==> config.mk <==
export PLATFORM = sky130hd
export DESIGN_NAME = ps2_kbd_fifo_flat
export DESIGN_NICKNAME = d
export VERILOG_FILES = /design/src/rtl/ps2_kbd_fifo_if.sv /design/src/rtl/ps2_kbd_fifo.sv /design/src/flat_wrapper.sv
export SDC_FILE = /design/constraint.sdc
export NUM_CORES = 1
export LEC_CHECK = 0
export CORE_UTILIZATION = 55
export CTS_CLUSTER_DIAMETER = 30
export DETAILED_ROUTE_END_ITERATION = 12
export GPL_TIMING_DRIVEN = 1
export PLACE_DENSITY = 0.82
export SYNTH_ARGS = -nofsm -noshare
export SYNTH_HDL_FRONTEND = slang
export SYNTH_SLANG_ARGS = --single-unit
==> constraint.sdc <==
create_clock -name CLOCK_50 -period 3.4 [get_ports CLOCK_50]
set_clock_uncertainty 0.05 [all_clocks]
set_input_delay 0.51 -clock CLOCK_50 [delete_from_list [all_inputs] [get_ports CLOCK_50]]
set_output_delay 0.51 -clock CLOCK_50 [all_outputs]
set_load 0.1 [all_outputs]
==> src/rtl/ps2_kbd_fifo_if.sv <==
// CPU-side keyboard port: FIFO head/pop handshake plus sticky error flags.
// The CPU is the master; the keyboard receiver drives the slave side.
interface ps2_kbd_fifo_if #(
  parameter int FIFO_DEPTH = 8
);
  logic                          rd_en;
  logic                          err_clr;
  logic [7:0]                    q;
  logic                          q_valid;
  logic [$clog2(FIFO_DEPTH):0]   fifo_count;
  logic                          overflow;
  logic                          frame_err;

  modport master (
    output rd_en, err_clr,
    input  q, q_valid, fifo_count, overflow, frame_err
  );

  modport slave (
    input  rd_en, err_clr,
    output q, q_valid, fifo_count, overflow, frame_err
  );
endinterface

==> src/rtl/ps2_kbd_fifo.sv <==
// PS/2 set-2 keyboard receiver: filtered line sampling, framed byte receive, ASCII decode, FWFT FIFO.
// Define LOWERCASE_EN to add a Caps Lock register (scan code 58) and lowercase letters.
module ps2_kbd_fifo #(
  parameter int FILTER_LEN  = 16,
  parameter int FIFO_DEPTH  = 8,
  parameter int TIMEOUT_CYC = 50000
) (
  input logic           CLOCK_50,
  input logic           clr,
  input logic           PS2_CLK,
  input logic           PS2_DAT,
  ps2_kbd_fifo_if.slave bus
);
  localparam int FCW = (FILTER_LEN > 1) ? $clog2(FILTER_LEN) : 1;
  localparam int TCW = $clog2(TIMEOUT_CYC + 1);
  localparam int PW  = (FIFO_DEPTH > 1) ? $clog2(FIFO_DEPTH) : 1;
  localparam logic [FCW-1:0] FLT_LAST = FCW'(FILTER_LEN - 1);
  localparam logic [TCW-1:0] TO_LAST  = TCW'(TIMEOUT_CYC - 1);
  localparam logic [PW:0]    FULL     = (PW + 1)'(FIFO_DEPTH);

  typedef enum logic [1:0] {IDLE, DATA, PARITY, STOP} state_t;

  logic clk_s1_q, clk_s2_q, dat_s1_q, dat_s2_q;
  logic clk_f_q, clk_f_d, dat_f_q, dat_f_d, clk_f_prev_q;
  logic [FCW-1:0] clk_cnt_q, clk_cnt_d, dat_cnt_q, dat_cnt_d;
  state_t state_q, state_d;
  logic [2:0] bit_cnt_q, bit_cnt_d;
  logic [7:0] shreg_q, shreg_d, rx_byte_q, rx_byte_d;
  logic par_q, par_d, rx_valid_q, rx_valid_d, frame_bad, sample;
  logic [TCW-1:0] to_cnt_q, to_cnt_d;
  logic brk_q, brk_d, ext_q, ext_d, shift_q, shift_d, ctrl_q, ctrl_d;
`ifdef LOWERCASE_EN
  logic caps_q, caps_d;
`endif
  logic [4:0] let_idx;
  logic [3:0] dig;
  logic [7:0] dig_shift, code;
  logic is_let, is_dig, push, pop, wr, ovf_set;
  logic [PW-1:0] wr_ptr_q, wr_ptr_d, rd_ptr_q, rd_ptr_d;
  logic [PW:0] count_q, count_d;
  logic [7:0] mem_q [FIFO_DEPTH];
  logic [7:0] mem_d [FIFO_DEPTH];
  logic overflow_q, overflow_d, frame_err_q, frame_err_d;

  // A filtered line flips only after FILTER_LEN consecutive opposite samples.
  function automatic logic [FCW:0] filt_step(logic s, logic f, logic [FCW-1:0] c);
    if (s == f)
      return {f, {FCW{1'b0}}};
    else if (c == FLT_LAST)
      return {s, {FCW{1'b0}}};
    else
      return {f, FCW'(c + 1'b1)};
  endfunction

  always_comb begin
    {clk_f_d, clk_cnt_d} = filt_step(clk_s2_q, clk_f_q, clk_cnt_q);
    {dat_f_d, dat_cnt_d} = filt_step(dat_s2_q, dat_f_q, dat_cnt_q);
  end

  assign sample = clk_f_prev_q & ~clk_f_q;

  always_comb begin
    state_d    = state_q;
    bit_cnt_d  = bit_cnt_q;
    shreg_d    = shreg_q;
    par_d      = par_q;
    to_cnt_d   = to_cnt_q;
    rx_valid_d = 1'b0;
    rx_byte_d  = rx_byte_q;
    frame_bad  = 1'b0;
    if (sample) begin
      to_cnt_d = '0;
      case (state_q)
        IDLE: if (!dat_f_q) begin
          state_d   = DATA;
          bit_cnt_d = 3'd0;
        end
        DATA: begin
          shreg_d   = {dat_f_q, shreg_q[7:1]};
          bit_cnt_d = bit_cnt_q + 3'd1;
          if (bit_cnt_q == 3'd7) state_d = PARITY;
        end
        PARITY: begin
          par_d   = dat_f_q;
          state_d = STOP;
        end
        default: begin
          state_d = IDLE;
          if (dat_f_q && (^{par_q, shreg_q})) begin
            rx_valid_d = 1'b1;
            rx_byte_d  = shreg_q;
          end else begin
            frame_bad = 1'b1;
          end
        end
      endcase
    end else if (state_q != IDLE) begin
      if (to_cnt_q == TO_LAST) begin
        state_d   = IDLE;
        frame_bad = 1'b1;
        to_cnt_d  = '0;
      end else begin
        to_cnt_d = to_cnt_q + TCW'(1);
      end
    end else begin
      to_cnt_d = '0;
    end
  end

  always_comb begin
    is_let  = 1'b1;
    let_idx = 5'd0;
    case (rx_byte_q)
      8'h1C: let_idx = 5'd0;   8'h32: let_idx = 5'd1;   8'h21: let_idx = 5'd2;
      8'h23: let_idx = 5'd3;   8'h24: let_idx = 5'd4;   8'h2B: let_idx = 5'd5;
      8'h34: let_idx = 5'd6;   8'h33: let_idx = 5'd7;   8'h43: let_idx = 5'd8;
      8'h3B: let_idx = 5'd9;   8'h42: let_idx = 5'd10;  8'h4B: let_idx = 5'd11;
      8'h3A: let_idx = 5'd12;  8'h31: let_idx = 5'd13;  8'h44: let_idx = 5'd14;
      8'h4D: let_idx = 5'd15;  8'h15: let_idx = 5'd16;  8'h2D: let_idx = 5'd17;
      8'h1B: let_idx = 5'd18;  8'h2C: let_idx = 5'd19;  8'h3C: let_idx = 5'd20;
      8'h2A: let_idx = 5'd21;  8'h1D: let_idx = 5'd22;  8'h22: let_idx = 5'd23;
      8'h35: let_idx = 5'd24;  8'h1A: let_idx = 5'd25;
      default: is_let = 1'b0;
    endcase
    is_dig = 1'b1;
    dig    = 4'd0;
    case (rx_byte_q)
      8'h45: dig = 4'd0;  8'h16: dig = 4'd1;  8'h1E: dig = 4'd2;  8'h26: dig = 4'd3;
      8'h25: dig = 4'd4;  8'h2E: dig = 4'd5;  8'h36: dig = 4'd6;  8'h3D: dig = 4'd7;
      8'h3E: dig = 4'd8;  8'h46: dig = 4'd9;
      default: is_dig = 1'b0;
    endcase
    case (dig)
      4'd0: dig_shift = 8'hA9;  4'd1: dig_shift = 8'hA1;  4'd2: dig_shift = 8'hC0;
      4'd3: dig_shift = 8'hA3;  4'd4: dig_shift = 8'hA4;  4'd5: dig_shift = 8'hA5;
      4'd6: dig_shift = 8'hDE;  4'd7: dig_shift = 8'hA6;  4'd8: dig_shift = 8'hAA;
      default: dig_shift = 8'hA8;
    endcase
  end

  // Prefix bytes only arm brk/ext; every other byte consumes and clears them.
  always_comb begin
    brk_d   = brk_q;
    ext_d   = ext_q;
    shift_d = shift_q;
    ctrl_d  = ctrl_q;
`ifdef LOWERCASE_EN
    caps_d  = caps_q;
`endif
    push = 1'b0;
    code = 8'h00;
    if (rx_valid_q) begin
      if (rx_byte_q == 8'hF0) begin
        brk_d = 1'b1;
      end else if (rx_byte_q == 8'hE0) begin
        ext_d = 1'b1;
      end else begin
        brk_d = 1'b0;
        ext_d = 1'b0;
        if (rx_byte_q == 8'h12 || rx_byte_q == 8'h59) begin
          shift_d = !brk_q;
        end else if (rx_byte_q == 8'h14) begin
          ctrl_d = !brk_q;
`ifdef LOWERCASE_EN
        end else if (rx_byte_q == 8'h58) begin
          if (!brk_q) caps_d = !caps_q;
`endif
        end else if (!brk_q) begin
          push = 1'b1;
          if (ext_q) begin
            case (rx_byte_q)
              8'h6B: code = 8'h88;
              8'h74: code = 8'h95;
              8'h75: code = 8'h8B;
              8'h72: code = 8'h8A;
              default: push = 1'b0;
            endcase
          end else if (is_let) begin
            if (ctrl_q)
              code = 8'h81 + {3'b000, let_idx};
`ifdef LOWERCASE_EN
            else if (!(shift_q ^ caps_q))
              code = 8'hE1 + {3'b000, let_idx};
`endif
            else
              code = 8'hC1 + {3'b000, let_idx};
          end else if (is_dig) begin
            code = shift_q ? dig_shift : (8'hB0 + {4'h0, dig});
          end else begin
            case (rx_byte_q)
              8'h52: code = shift_q ? 8'hA2 : 8'hA7;
              8'h55: code = shift_q ? 8'hAB : 8'hBD;
              8'h4C: code = shift_q ? 8'hBA : 8'hBB;
              8'h41: code = shift_q ? 8'hBC : 8'hAC;
              8'h49: code = shift_q ? 8'hBE : 8'hAE;
              8'h4A: code = shift_q ? 8'hBF : 8'hAF;
              8'h4E: code = 8'hAD;
              8'h29: code = 8'hA0;
              8'h5A: code = 8'h8D;
              8'h76: code = 8'h9B;
              8'h66: code = 8'h88;
              default: push = 1'b0;
            endcase
          end
        end
      end
    end
  end

  // A full FIFO still accepts a write when the head is popped in the same cycle.
  always_comb begin
    pop      = bus.rd_en && (count_q != '0);
    wr       = push && ((count_q != FULL) || pop);
    ovf_set  = push && (count_q == FULL) && !pop;
    wr_ptr_d = wr  ? wr_ptr_q + PW'(1) : wr_ptr_q;
    rd_ptr_d = pop ? rd_ptr_q + PW'(1) : rd_ptr_q;
    case ({wr, pop})
      2'b10:   count_d = count_q + (PW + 1)'(1);
      2'b01:   count_d = count_q - (PW + 1)'(1);
      default: count_d = count_q;
    endcase
    mem_d = mem_q;
    if (wr) mem_d[wr_ptr_q] = code;
    overflow_d  = (overflow_q  & ~bus.err_clr) | ovf_set;
    frame_err_d = (frame_err_q & ~bus.err_clr) | frame_bad;
  end

  always_ff @(posedge CLOCK_50 or posedge clr) begin
    if (clr) begin
      clk_s1_q     <= 1'b1;
      clk_s2_q     <= 1'b1;
      dat_s1_q     <= 1'b1;
      dat_s2_q     <= 1'b1;
      clk_f_q      <= 1'b1;
      dat_f_q      <= 1'b1;
      clk_f_prev_q <= 1'b1;
      clk_cnt_q    <= '0;
      dat_cnt_q    <= '0;
      state_q      <= IDLE;
      bit_cnt_q    <= 3'd0;
      shreg_q      <= 8'h00;
      par_q        <= 1'b0;
      to_cnt_q     <= '0;
      rx_valid_q   <= 1'b0;
      rx_byte_q    <= 8'h00;
      brk_q        <= 1'b0;
      ext_q        <= 1'b0;
      shift_q      <= 1'b0;
      ctrl_q       <= 1'b0;
`ifdef LOWERCASE_EN
      caps_q       <= 1'b0;
`endif
      wr_ptr_q     <= '0;
      rd_ptr_q     <= '0;
      count_q      <= '0;
      overflow_q   <= 1'b0;
      frame_err_q  <= 1'b0;
    end else begin
      clk_s1_q     <= PS2_CLK;
      clk_s2_q     <= clk_s1_q;
      dat_s1_q     <= PS2_DAT;
      dat_s2_q     <= dat_s1_q;
      clk_f_q      <= clk_f_d;
      dat_f_q      <= dat_f_d;
      clk_f_prev_q <= clk_f_q;
      clk_cnt_q    <= clk_cnt_d;
      dat_cnt_q    <= dat_cnt_d;
      state_q      <= state_d;
      bit_cnt_q    <= bit_cnt_d;
      shreg_q      <= shreg_d;
      par_q        <= par_d;
      to_cnt_q     <= to_cnt_d;
      rx_valid_q   <= rx_valid_d;
      rx_byte_q    <= rx_byte_d;
      brk_q        <= brk_d;
      ext_q        <= ext_d;
      shift_q      <= shift_d;
      ctrl_q       <= ctrl_d;
`ifdef LOWERCASE_EN
      caps_q       <= caps_d;
`endif
      wr_ptr_q     <= wr_ptr_d;
      rd_ptr_q     <= rd_ptr_d;
      count_q      <= count_d;
      overflow_q   <= overflow_d;
      frame_err_q  <= frame_err_d;
    end
  end

  // Storage needs no reset; the head is masked while the FIFO is empty.
  always_ff @(posedge CLOCK_50) begin
    mem_q <= mem_d;
  end

  assign bus.q          = (count_q != '0) ? mem_q[rd_ptr_q] : 8'h00;
  assign bus.q_valid    = (count_q != '0);
  assign bus.fifo_count = count_q;
  assign bus.overflow   = overflow_q;
  assign bus.frame_err  = frame_err_q;
endmodule
==> src/flat_wrapper.sv <==
// flat-port wrapper written by rule: the top's interface ports become plain ports
module ps2_kbd_fifo_flat 
#(
  parameter int FILTER_LEN  = 16,
  parameter int FIFO_DEPTH  = 8,
  parameter int TIMEOUT_CYC = 50000
)
  (CLOCK_50, clr, PS2_CLK, PS2_DAT, bus_rd_en, bus_err_clr, bus_q, bus_q_valid, bus_fifo_count, bus_overflow, bus_frame_err);
  ps2_kbd_fifo_if #(.FIFO_DEPTH(FIFO_DEPTH)) bus_i ();
  input logic CLOCK_50;
  input logic clr;
  input logic PS2_CLK;
  input logic PS2_DAT;
  input wire logic [$bits(bus_i.rd_en)-1:0] bus_rd_en;
  input wire logic [$bits(bus_i.err_clr)-1:0] bus_err_clr;
  output wire logic [$bits(bus_i.q)-1:0] bus_q;
  output wire logic [$bits(bus_i.q_valid)-1:0] bus_q_valid;
  output wire logic [$bits(bus_i.fifo_count)-1:0] bus_fifo_count;
  output wire logic [$bits(bus_i.overflow)-1:0] bus_overflow;
  output wire logic [$bits(bus_i.frame_err)-1:0] bus_frame_err;
  assign bus_i.rd_en = bus_rd_en;
  assign bus_i.err_clr = bus_err_clr;
  assign bus_q = bus_i.q;
  assign bus_q_valid = bus_i.q_valid;
  assign bus_fifo_count = bus_i.fifo_count;
  assign bus_overflow = bus_i.overflow;
  assign bus_frame_err = bus_i.frame_err;
  ps2_kbd_fifo #(.FILTER_LEN(FILTER_LEN), .FIFO_DEPTH(FIFO_DEPTH), .TIMEOUT_CYC(TIMEOUT_CYC)) u_core (.CLOCK_50(CLOCK_50), .clr(clr), .PS2_CLK(PS2_CLK), .PS2_DAT(PS2_DAT), .bus(bus_i));
endmodule
==> results.sh, run 1 <==
export IMPL_status="finished clean"
export IMPL_r2r_setup_slack_ns=0.16
export IMPL_synthesis_nets=637
export IMPL_rsz0062_at_grt="no"
export IMPL_leakagePower_nw=3.46
export IMPL_h_tree_depth=4
export IMPL_cts_setup_buffers=0
export IMPL_crit_type="register to register"
export IMPL_boundaryPins=21
export IMPL_die_w_um=117
export IMPL_avgSynthCellArea_um2=11.8
export IMPL_synth_edff_count=64
export IMPL_tns_ns=0
export IMPL_grt_busiest_layer="met2"
export IMPL_gp_congestion=0.955
export IMPL_powerDensity_nw_per_um2=522
export IMPL_holdPathEnd="u_core.dat_s2_q"
export IMPL_cap_viol_max_count=0
export IMPL_ys_async_sr_fraction=0.522
export IMPL_maxSlewViolCount=0
export IMPL_synthSimpleGateAreaFrac=0.169
export IMPL_yosysUniqueCellTypes=76
export IMPL_max_slew_margin_rel=0.349
export IMPL_syn_instance_count=616
export IMPL_final_net_count=693
export IMPL_cts_sinks=134
export IMPL_drcViolationCount=0
export IMPL_worst_path_max_delay_cell="or4b_4"
export IMPL_grt_pass1_wl_mm=26.0
export IMPL_ys_warn_count=0
export IMPL_hold_path_depth=0
export IMPL_yosysSeqAreaShare=0.507
export IMPL_max_freq_ghz=0.309
export IMPL_ir_drop_mv=0.547
export IMPL_min_from="u_core.dat_s1_q"
export IMPL_cts_resized=0
export IMPL_grt_usage=0.257
export IMPL_critPathMaxFanout=7
export IMPL_rows=41
export IMPL_multi_input_area_um2=3350
export IMPL_start_util=0.571
export IMPL_synth_compound_area_frac=0.109
export IMPL_synthFlopType="edfxtp_1"
export IMPL_worst_pin_slew_ns=0.973
export IMPL_tritoncts="yes"
export IMPL_dp_hpwl_mm=11.5
export IMPL_period_needed_ns=3.24
export IMPL_area_growth_pct=18.5
export IMPL_die_h_um=117
export IMPL_setup_violations=0
export IMPL_utilization=0.676
export IMPL_clock_latency_ns=0.41
export IMPL_ant_nets=0
export IMPL_core_um2=12700
export IMPL_dieArea_um2=13700
export IMPL_crit_required_ns=3.64
export IMPL_grt_max_degree=71
export IMPL_grt_pass1_vias=5009
export IMPL_routed_via_density=6.07
export IMPL_vias=5203
export IMPL_num_antenna_cells=0
export IMPL_synthMuxAreaShare=0.103
export IMPL_min_delay_path_class="register to register"
export IMPL_hold_buffers=0
export IMPL_pre_cts_slack_ns=0.0918
export IMPL_yosys_top_cells_area="edfxtp_1, dfrtp_1, mux4_2, mux2_2, xnor2_1"
export IMPL_synth_top_area_frac=0.265
export IMPL_seq_area_um2=3680
export IMPL_antenna_found_initial=0
export IMPL_dp_cells=825
export IMPL_rr_startpoint="u_core.rx_byte_q[5]"
export IMPL_fillers=900
export IMPL_drtIter0Drc=426
export IMPL_reg2reg_depth=14
export IMPL_numCtsBuffers=17
export IMPL_yosys_area_top_type="edfxtp_1"
export IMPL_worstPathCellList="or4b_4 > buf_4 > nor2_1 > a211oi_1 > o211a_1 > a31oi_4 > nand2_2 > ha_1 > xor2_1 > ha_1 > a21oi_1 > xor2_1 > nor2_1 > xor2_1"
export IMPL_worstPathArrival_ns=3.48
export IMPL_path_clk_slew_ns=0.06
export IMPL_crit_path_frequent_cell="xor2_1"
export IMPL_critical_path_max_stage_delay_ns=0.59
export IMPL_drive_above_1_share=0.264
export IMPL_setup_worst_path_start_class="register"
export IMPL_fin_ws_ns=0.160
export IMPL_synth_xor_area_share=0.0471
export IMPL_hold_viol=0
export IMPL_use_met1=0.332
export IMPL_synth_top_family_by_area="simple AND/OR/NAND/NOR gates"
export IMPL_first_pass_iters=5
export IMPL_synth_adder_area_share=0.0259
export IMPL_gr_total_overflow=0
export IMPL_period_share=0.953
export IMPL_met3_usage=0.0566
export IMPL_r2r_end="u_core.bus.fifo_count[2]"
export IMPL_port_buffers=20
export IMPL_cts_root_buf="clkbuf_16"
export IMPL_drt_total_wl_mm=16.3
export IMPL_finalNonFillerCells=857
export IMPL_crit_path_end_kind="register"
export IMPL_cts_buffer_depth=2
export IMPL_grt_use_met2=0.417
export IMPL_ys_ff_latch=134
export IMPL_syn_cell_area_um2=7260
export IMPL_post_drt_wl_per_cell_um=19.1
## report_power, final
part	internal, W	switching, W
clock	0.00131	0.000681
sequential	0.00174	0.000141
combinational	0.000235	0.000388
## metal layers
layer / part of all wire / wire [µm]
met5: 0 / 0
met3: 0.042 / 685
met4: 0.025 / 409
met2: 0.49 / 8060
met1: 0.44 / 7180
## worst max-delay path, delay by kind of cell (launching register included)
| family | cells | cell delay [ns] |
|---|---|---|
| buffers and inverters | 1 | 0.19 |
| and+or+nand+nor | 4 | 0.95 |
| xor gates and xnor gates | 3 | 0.43 |
| AOI/OAI and AO/OA | 4 | 0.65 |
| adders and majority gates | 2 | 0.41 |
| DFF | 1 | 0.43 |
## cell usage in the layout (no fill, tap or decap), types with 4 or more instances in the layout
cell type / n
nor2b_1: 10
inv_1: 18
a211oi_1: 7
o22ai_1: 5
nand2_1: 32
nor3_1: 13
xnor2_1: 26
bufinv_16: 5
and3_1: 13
nor4b_2: 6
o21ai_0: 25
a31oi_1: 5
nand3_1: 18
clkdlybuf4s50_1: 8
nor2_2: 8
dfstp_2: 7
nor3b_1: 9
dfrtp_1: 62
mux2_2: 23
a21oi_1: 23
edfxtp_1: 64
mux2i_1: 12
buf_4: 64
xor2_1: 13
ha_1: 15
nor2_1: 43
nand2b_1: 8
nand4b_1: 4
clkbuf_16: 17
nand3b_1: 8
mux4_2: 16
o32ai_1: 6
a32oi_1: 4
nand4_1: 4
## per-stage QoR
stage / cell area [µm²] / hold slack (ns) / power (W)
CTS: 8570 / 0.309 / 0.00454
detailed placement: 7920 / 0.301 / 0.00254
global route: 8600 / 0.310 / 0.00465
floorplan: 7280 / 0.295 / 0.00239
global placement: 7920 / 0.297 / 0.00252
finish: 8600 / 0.307 / 0.00449
## logic make-up after synthesis
group,count (synthesis)
adder cells (fa/ha/maj),15
XOR/XNOR,39
flip-flops,134
buffers and inverters,58
multiplexers,52
AO/OA/AOI/OAI,112
AND/OR/NAND/NOR,206
## registers in the layout, indices dropped and copies added (netlist names), 2 cells and up
signal                 count
u_core.wr_ptr_q            3
u_core.mem_q              64
u_core.bus.fifo_count      4
u_core.state_q             2
u_core.clk_cnt_q           4
u_core.dat_cnt_q           4
u_core.shreg_q             8
u_core.rx_byte_q           8
u_core.to_cnt_q           16
u_core.rd_ptr_q            3
u_core.bit_cnt_q           3
## area by class of cell
| cell class | instances | share of cell area |
|---|---|---|
| Tap cell | 172 | 0.0250 |
| Sequential cell | 134 | 0.428 |
| Multi-Input combinational cell | 424 | 0.389 |
| Clock buffer | 17 | 0.0495 |
| Timing Repair Buffer | 76 | 0.0735 |
| Clock inverter | 15 | 0.0260 |
| Inverter | 19 | 0.00829 |
## cell usage after synthesis (15+ instances only)
library cell,count
ha_1,15
mux4_2,16
a21oi_1,23
mux2_2,23
nor2_1,51
o21ai_0,25
dfrtp_1,63
edfxtp_1,64
nand2_1,32
nand3_1,18
inv_1,19
xnor2_1,26
## how the worst max path moves through the flow
| stage | start | cells past startpoint | end | slack (ns) |
|---|---|---|---|---|
| after floorplan | u_core.bus.fifo_count[1] | 10 | u_core.bus.fifo_count[2] | -0.06 |
| after global placement | u_core.rx_byte_q[1] | 15 | u_core.bus.fifo_count[2] | 0.19 |
| after detailed placement | u_core.rx_byte_q[4] | 10 | u_core.mem_q[12] | 0.09 |
| after CTS | u_core.rx_byte_q[5] | 8 | u_core.mem_q[60] | 0.05 |
| after global routing | u_core.rx_byte_q[5] | 15 | u_core.bus.fifo_count[2] | 0.005 |
| final | u_core.rx_byte_q[5] | 14 | u_core.bus.fifo_count[2] | 0.16 |
Power figures use the tool's default switching activity.
==> run 2, diff against run 1 <==
--- a/config.mk
+++ b/config.mk
@@ -9,7 +9,9 @@
 export CTS_CLUSTER_DIAMETER = 30
 export DETAILED_ROUTE_END_ITERATION = 12
 export GPL_TIMING_DRIVEN = 1
+export MAX_ROUTING_LAYER = met4
 export PLACE_DENSITY = 0.82
+export REMOVE_ABC_BUFFERS = 1
 export SYNTH_ARGS = -nofsm -noshare
 export SYNTH_HDL_FRONTEND = slang
 export SYNTH_SLANG_ARGS = --single-unit
==> results.sh, run 2 (synthesis gave the netlist of run 1 again) <==
export IMPL_cp_depth=14
export IMPL_dp_hpwl_mm=12.0
export IMPL_worstPathArrival_ns=3.51
export IMPL_rr_startpoint="u_core.rx_byte_q[5]"
export IMPL_drtIter0Drc=680
export IMPL_num_antenna_cells=0
export IMPL_grt_max_degree=36
export IMPL_boundaryPins=21
export IMPL_r2r_end="u_core.bus.fifo_count[2]"
export IMPL_gr_total_overflow=0
export IMPL_drt_total_wl_mm=17.1
export IMPL_powerDensity_nw_per_um2=509
export IMPL_top_register="u_core.mem_q"
export IMPL_core_um2=12700
export IMPL_cts_sinks=134
export IMPL_numCtsBuffers=17
export IMPL_antenna_found_initial=0
export IMPL_cts_buffer_depth=2
export IMPL_crit_path_frequent_cell="xor2_1"
export IMPL_drive_above_1_share=0.275
export IMPL_r2r_setup_slack_ns=0.13
export IMPL_h_tree_depth=4
export IMPL_crit_buf_inv=1
export IMPL_post_drt_wl_per_cell_um=19.8
export IMPL_cts_root_buf="clkbuf_16"
export IMPL_power_total_w=0.00443
export IMPL_reg2reg_depth=14
export IMPL_critical_path_top_delay_family="simple AND/OR/NAND/NOR gates"
export IMPL_max_freq_ghz=0.306
export IMPL_layout_commonest_cell="buf_4"
export IMPL_vias=5269
export IMPL_first_pass_iters=6
export IMPL_path_clk_slew_ns=0.06
export IMPL_grt_pass1_wl_mm=27.0
export IMPL_largest_register_ffs=64
export IMPL_worst_path_max_delay_cell="or4b_4"
export IMPL_min_delay_path_class="register to register"
export IMPL_most_common_layout_cells="buf_4, edfxtp_1, dfrtp_1"
export IMPL_worstPathCellList="buf_4 > or4b_4 > nor3_2 > a211oi_1 > o211a_1 > a31oi_4 > nand2_2 > ha_1 > xor2_1 > ha_1 > a21oi_1 > xor2_1 > nor2_1 > xor2_1"
export IMPL_setup_violations=0
export IMPL_die_w_um=117
export IMPL_hold_path_depth=0
export IMPL_crit_required_ns=3.64
export IMPL_clock_latency_ns=0.42
export IMPL_min_from="u_core.clk_s1_q"
export IMPL_ant_nets=0
export IMPL_period_share=0.961
export IMPL_fin_ws_ns=0.132
export IMPL_drcViolationCount=0
export IMPL_crit_path_end_kind="register"
export IMPL_maxSlewViolCount=0
export IMPL_pre_cts_slack_ns=-0.0443
export IMPL_gp_congestion=0.973
export IMPL_routed_via_density=6.08
export IMPL_leakagePower_nw=3.52
export IMPL_dieArea_um2=13700
export IMPL_setup_worst_path_start_class="register"
export IMPL_grt_pass1_vias=5222
export IMPL_worst_pin_slew_ns=0.968
export IMPL_hold_viol=0
export IMPL_grt_usage=0.275
export IMPL_final_net_count=703
export IMPL_area_growth_pct=20.1
export IMPL_critPathMaxFanout=16
export IMPL_port_buffers=20
export IMPL_status="finished clean"
export IMPL_utilization=0.685
export IMPL_ir_drop_mv=0.490
export IMPL_die_h_um=117
export IMPL_fillers=902
export IMPL_tritoncts="yes"
export IMPL_rows=41
export IMPL_max_slew_margin_rel=0.352
export IMPL_cap_viol_max_count=0
export IMPL_critical_path_max_stage_delay_ns=0.58
export IMPL_period_needed_ns=3.27
export IMPL_holdPathEnd="u_core.clk_s2_q"
export IMPL_reg_top3="u_core.mem_q: 64 flops, u_core.to_cnt_q: 16 flops"
export IMPL_crit_type="register to register"
export IMPL_start_util=0.571
run 2: worst max-delay path by stage:
stage	start	slack, ns	to
after CTS	u_core.rx_byte_q[6]	0.07	u_core.bus.fifo_count[2]
after floorplan	u_core.rx_byte_q[4]	-0.52	u_core.bus.fifo_count[2]
after global routing	u_core.rx_byte_q[1]	-0.006	u_core.bus.fifo_count[2]
final	u_core.rx_byte_q[5]	0.13	u_core.bus.fifo_count[2]
after global placement	u_core.rx_byte_q[4]	0.03	u_core.bus.fifo_count[2]
after detailed placement	u_core.rx_byte_q[4]	-0.04	u_core.mem_q[20]
run 2: power by group:
part / switching [W] / internal, W / leakage [nW] / total (W)
sequential: 0.000145 / 0.00174 / 1.67 / 0.00189
clock: 0.000680 / 0.00123 / 0.299 / 0.00191
combinational: 0.000399 / 0.000239 / 1.55 / 0.000637
total: 0.00122 / 0.00321 / 3.52 / 0.00443
run 2: routing by layer:
| metal | GRT usage | routed length (µm) |
|---|---|---|
| met2 | 0.458 | 8840 |
| met1 | 0.326 | 7150 |
| met5 | - | 0 |
| met4 | 0.116 | 499 |
| met3 | 0.0551 | 641 |
run 2: final cells by class:
class,instances,area [µm²],area share
Clock buffer,17,425,0.0488
Inverter,19,71.3,0.00818
Tap cell,172,215,0.0247
Multi-Input combinational cell,424,3400,0.390
Clock inverter,15,200,0.0230
Sequential cell,134,3690,0.423
Timing Repair Buffer,86,716,0.0821
run 2: worst reg2reg max path: stages, from the launching register on:
cell and delay, ns:
dfrtp_1 0.38, buf_4 0.21, or4b_4 0.58, nor3_2 0.19
a211oi_1 0.09, o211a_1 0.23, a31oi_4 0.21, nand2_2 0.08
ha_1 0.24, xor2_1 0.16, ha_1 0.19, a21oi_1 0.15
xor2_1 0.18, nor2_1 0.07, xor2_1 0.15
run 2: timing repair:
action	4_1_cts	5_1_grt
endpoints found under the setup margin	9	2
resized for setup	2	16
pin swaps	0	2
hold buffers	0	0
buffers inserted	0	3
hold endpoints to repair	0	0
run 2: metrics by stage:
| step | instance area (µm²) | TNS (ns) | hold slack, ns | std cells |
|---|---|---|---|---|
| floorplan | 7060 | -6.23 | 0.295 | 577 |
| global placement | 7960 | 0 | 0.295 | 832 |
| detailed placement | 7960 | -0.354 | 0.297 | 832 |
| CTS | 8600 | 0 | 0.305 | 864 |
| global route | 8720 | -0.00608 | 0.310 | 867 |
| finish | 8720 | 0 | 0.304 | 867 |
==> run 3, diff against run 2 <==
--- a/config.mk
+++ b/config.mk
@@ -5,12 +5,12 @@
 export SDC_FILE = /design/constraint.sdc
 export NUM_CORES = 1
 export LEC_CHECK = 0
-export CORE_UTILIZATION = 55
+export CORE_UTILIZATION = 56
 export CTS_CLUSTER_DIAMETER = 30
 export DETAILED_ROUTE_END_ITERATION = 12
 export GPL_TIMING_DRIVEN = 1
 export MAX_ROUTING_LAYER = met4
-export PLACE_DENSITY = 0.82
+export PLACE_DENSITY = 0.8
 export REMOVE_ABC_BUFFERS = 1
 export SYNTH_ARGS = -nofsm -noshare
 export SYNTH_HDL_FRONTEND = slang
==> results.sh, run 3 (synthesis gave the netlist of run 1 again) <==
export IMPL_wl_met2_mm=8.68
export IMPL_period_needed_ns=3.27
export IMPL_switchingPower_w=0.00123
export IMPL_grt_pass1_vias=5170
export IMPL_utilization=0.681
export IMPL_max_slew_margin_rel=0.323
export IMPL_powerDensity_nw_per_um2=518
export IMPL_max_freq_ghz=0.305
export IMPL_cts_buffer_depth=2
export IMPL_grt_pass1_wl_mm=27.0
export IMPL_first_pass_iters=5
export IMPL_drt_met1_wl_mm=7.13
export IMPL_cts_sinks=134
export IMPL_critPathMaxFanout=20
export IMPL_layout_commonest_cell="buf_4"
export IMPL_ir_drop_mv=0.320
export IMPL_top_layer_used="met4"
export IMPL_p_int_w=0.00322
export IMPL_tns_ns=0
export IMPL_drtIter0Drc=443
export IMPL_numCtsBuffers=17
export IMPL_crit_required_ns=3.69
export IMPL_die_h_um=116
export IMPL_post_drt_wl_per_cell_um=19.8
export IMPL_num_antenna_cells=0
export IMPL_start_util=0.575
export IMPL_period_share=0.963
export IMPL_combPwrFrac=0.146
export IMPL_cts_root_buf="clkbuf_16"
export IMPL_h_tree_depth=4
export IMPL_reg2reg_depth=14
export IMPL_pre_cts_slack_ns=0.0470
export IMPL_rsz0062_at_grt="yes"
export IMPL_gr_total_overflow=0
export IMPL_drcViolationCount=0
export IMPL_port_buffers=20
export IMPL_ant_nets=0
export IMPL_top_register="u_core.mem_q"
export IMPL_wl_met3_um=750
export IMPL_antenna_found_initial=0
export IMPL_clockPowerShare=0.431
export IMPL_hold_viol=0
export IMPL_crit_type="register to register"
export IMPL_dp_hpwl_mm=11.9
export IMPL_routed_via_density=6.18
export IMPL_vias=5317
export IMPL_cap_viol_max_count=0
export IMPL_grt_usage=0.281
export IMPL_seq_power_share=0.423
export IMPL_clock_latency_ns=0.42
export IMPL_path_clk_slew_ns=0.06
export IMPL_largest_register_ffs=64
export IMPL_crit_path_end_kind="register"
export IMPL_min_delay_path_class="register to register"
export IMPL_maxSlewViolCount=0
export IMPL_setup_worst_path_start_class="register"
export IMPL_worst_pin_slew_ns=1.01
export IMPL_setup_violations=0
export IMPL_tritoncts="yes"
export IMPL_hold_path_depth=0
export IMPL_drt_total_wl_mm=17.0
export IMPL_final_net_count=697
export IMPL_r2r_end="u_core.bus.fifo_count[2]"
export IMPL_holdPathEnd="u_core.clk_s2_q"
export IMPL_area_growth_pct=18.5
export IMPL_gp_congestion=0.980
export IMPL_most_common_layout_cells="buf_4, edfxtp_1, dfrtp_1"
export IMPL_dieArea_um2=13400
export IMPL_status="finished clean"
export IMPL_rr_startpoint="u_core.rx_byte_q[0]"
export IMPL_fin_ws_ns=0.126
export IMPL_leakagePower_nw=3.48
export IMPL_reg_top3="u_core.mem_q: 64 flops, u_core.to_cnt_q: 16 flops"
export IMPL_fillers=907
export IMPL_r2r_setup_slack_ns=0.13
export IMPL_min_from="u_core.clk_s1_q"
export IMPL_boundaryPins=21
export IMPL_die_w_um=116
export IMPL_worstPathArrival_ns=3.56
export IMPL_drive_above_1_share=0.261
export IMPL_rows=41
export IMPL_core_um2=12600
export IMPL_hold_buffers=0
export IMPL_p_sw_frac=0.276
export IMPL_grt_max_degree=46
run 3: per-layer routing:
layer,global-route usage,up-vias
met3,0.0544,35
li1,-,2424
met4,0.120,0
met2,0.456,190
met5,-,-
met1,0.343,2668
run 3: through the flow:
stage / power (W) / instance area, µm² / cells / hold slack, ns
after floorplan: 0.00236 / 7060 / 577 / 0.295
after global placement: 0.00251 / 7910 / 828 / 0.296
after detailed placement: 0.00253 / 7910 / 828 / 0.300
after CTS: 0.00447 / 8540 / 860 / 0.308
after global routing: 0.00461 / 8600 / 861 / 0.313
final: 0.00446 / 8600 / 861 / 0.307
run 3: area by class of cell:
| cell class | count | area (µm²) | area share |
|---|---|---|---|
| sequential | 134 | 3680 | 0.428 |
| clock inverter | 15 | 199 | 0.0231 |
| multi-input combinational | 424 | 3350 | 0.389 |
| clock buffer | 17 | 425 | 0.0495 |
| tap | 172 | 215 | 0.0250 |
| inverter | 19 | 71.3 | 0.00829 |
| timing repair buffer | 80 | 656 | 0.0762 |
run 3: how the worst max path moves through the flow:
stage / start / end / slack [ns] / depth (start not counted)
global placement: u_core.rx_byte_q[5] / u_core.bus.fifo_count[2] / 0.13 / 14
finish: u_core.rx_byte_q[0] / u_core.bus.fifo_count[2] / 0.13 / 14
floorplan: u_core.rx_byte_q[4] / u_core.bus.fifo_count[2] / -0.52 / 13
CTS: u_core.rx_byte_q[6] / u_core.bus.fifo_count[2] / 0.004 / 14
detailed placement: u_core.rx_byte_q[6] / u_core.mem_q[20] / 0.05 / 10
global route: u_core.rx_byte_q[6] / u_core.bus.fifo_count[2] / -0.04 / 14
run 3: worst max-delay path, cell delays in order (launching register included):
cell,delay [ns]
dfrtp_1,0.41
buf_12,0.17
nand2b_1,0.28
mux2i_1,0.19
a311o_1,0.44
nor4b_4,0.32
a31oi_4,0.13
nand2_2,0.13
ha_4,0.17
xor2_2,0.15
ha_2,0.19
a21oi_2,0.04
xor2_1,0.18
nor2_1,0.16
xor2_1,0.18
run 3: timing repair:
item                       CTS  global route
setup buffers                0             1
pin swaps                    0             6
resized for setup            1            14
setup endpoints to repair    1            19
run 3: power by group through the flow:
stage | registers [W] | logic [W] | clock network (W)
floorplan | 0.00209 | 0.000266 | 0
global placement | 0.00190 | 0.000605 | 0
detailed placement | 0.00191 | 0.000625 | 0
CTS | 0.00188 | 0.000640 | 0.00195
global route | 0.00190 | 0.000696 | 0.00202
finish | 0.00189 | 0.000650 | 0.00192
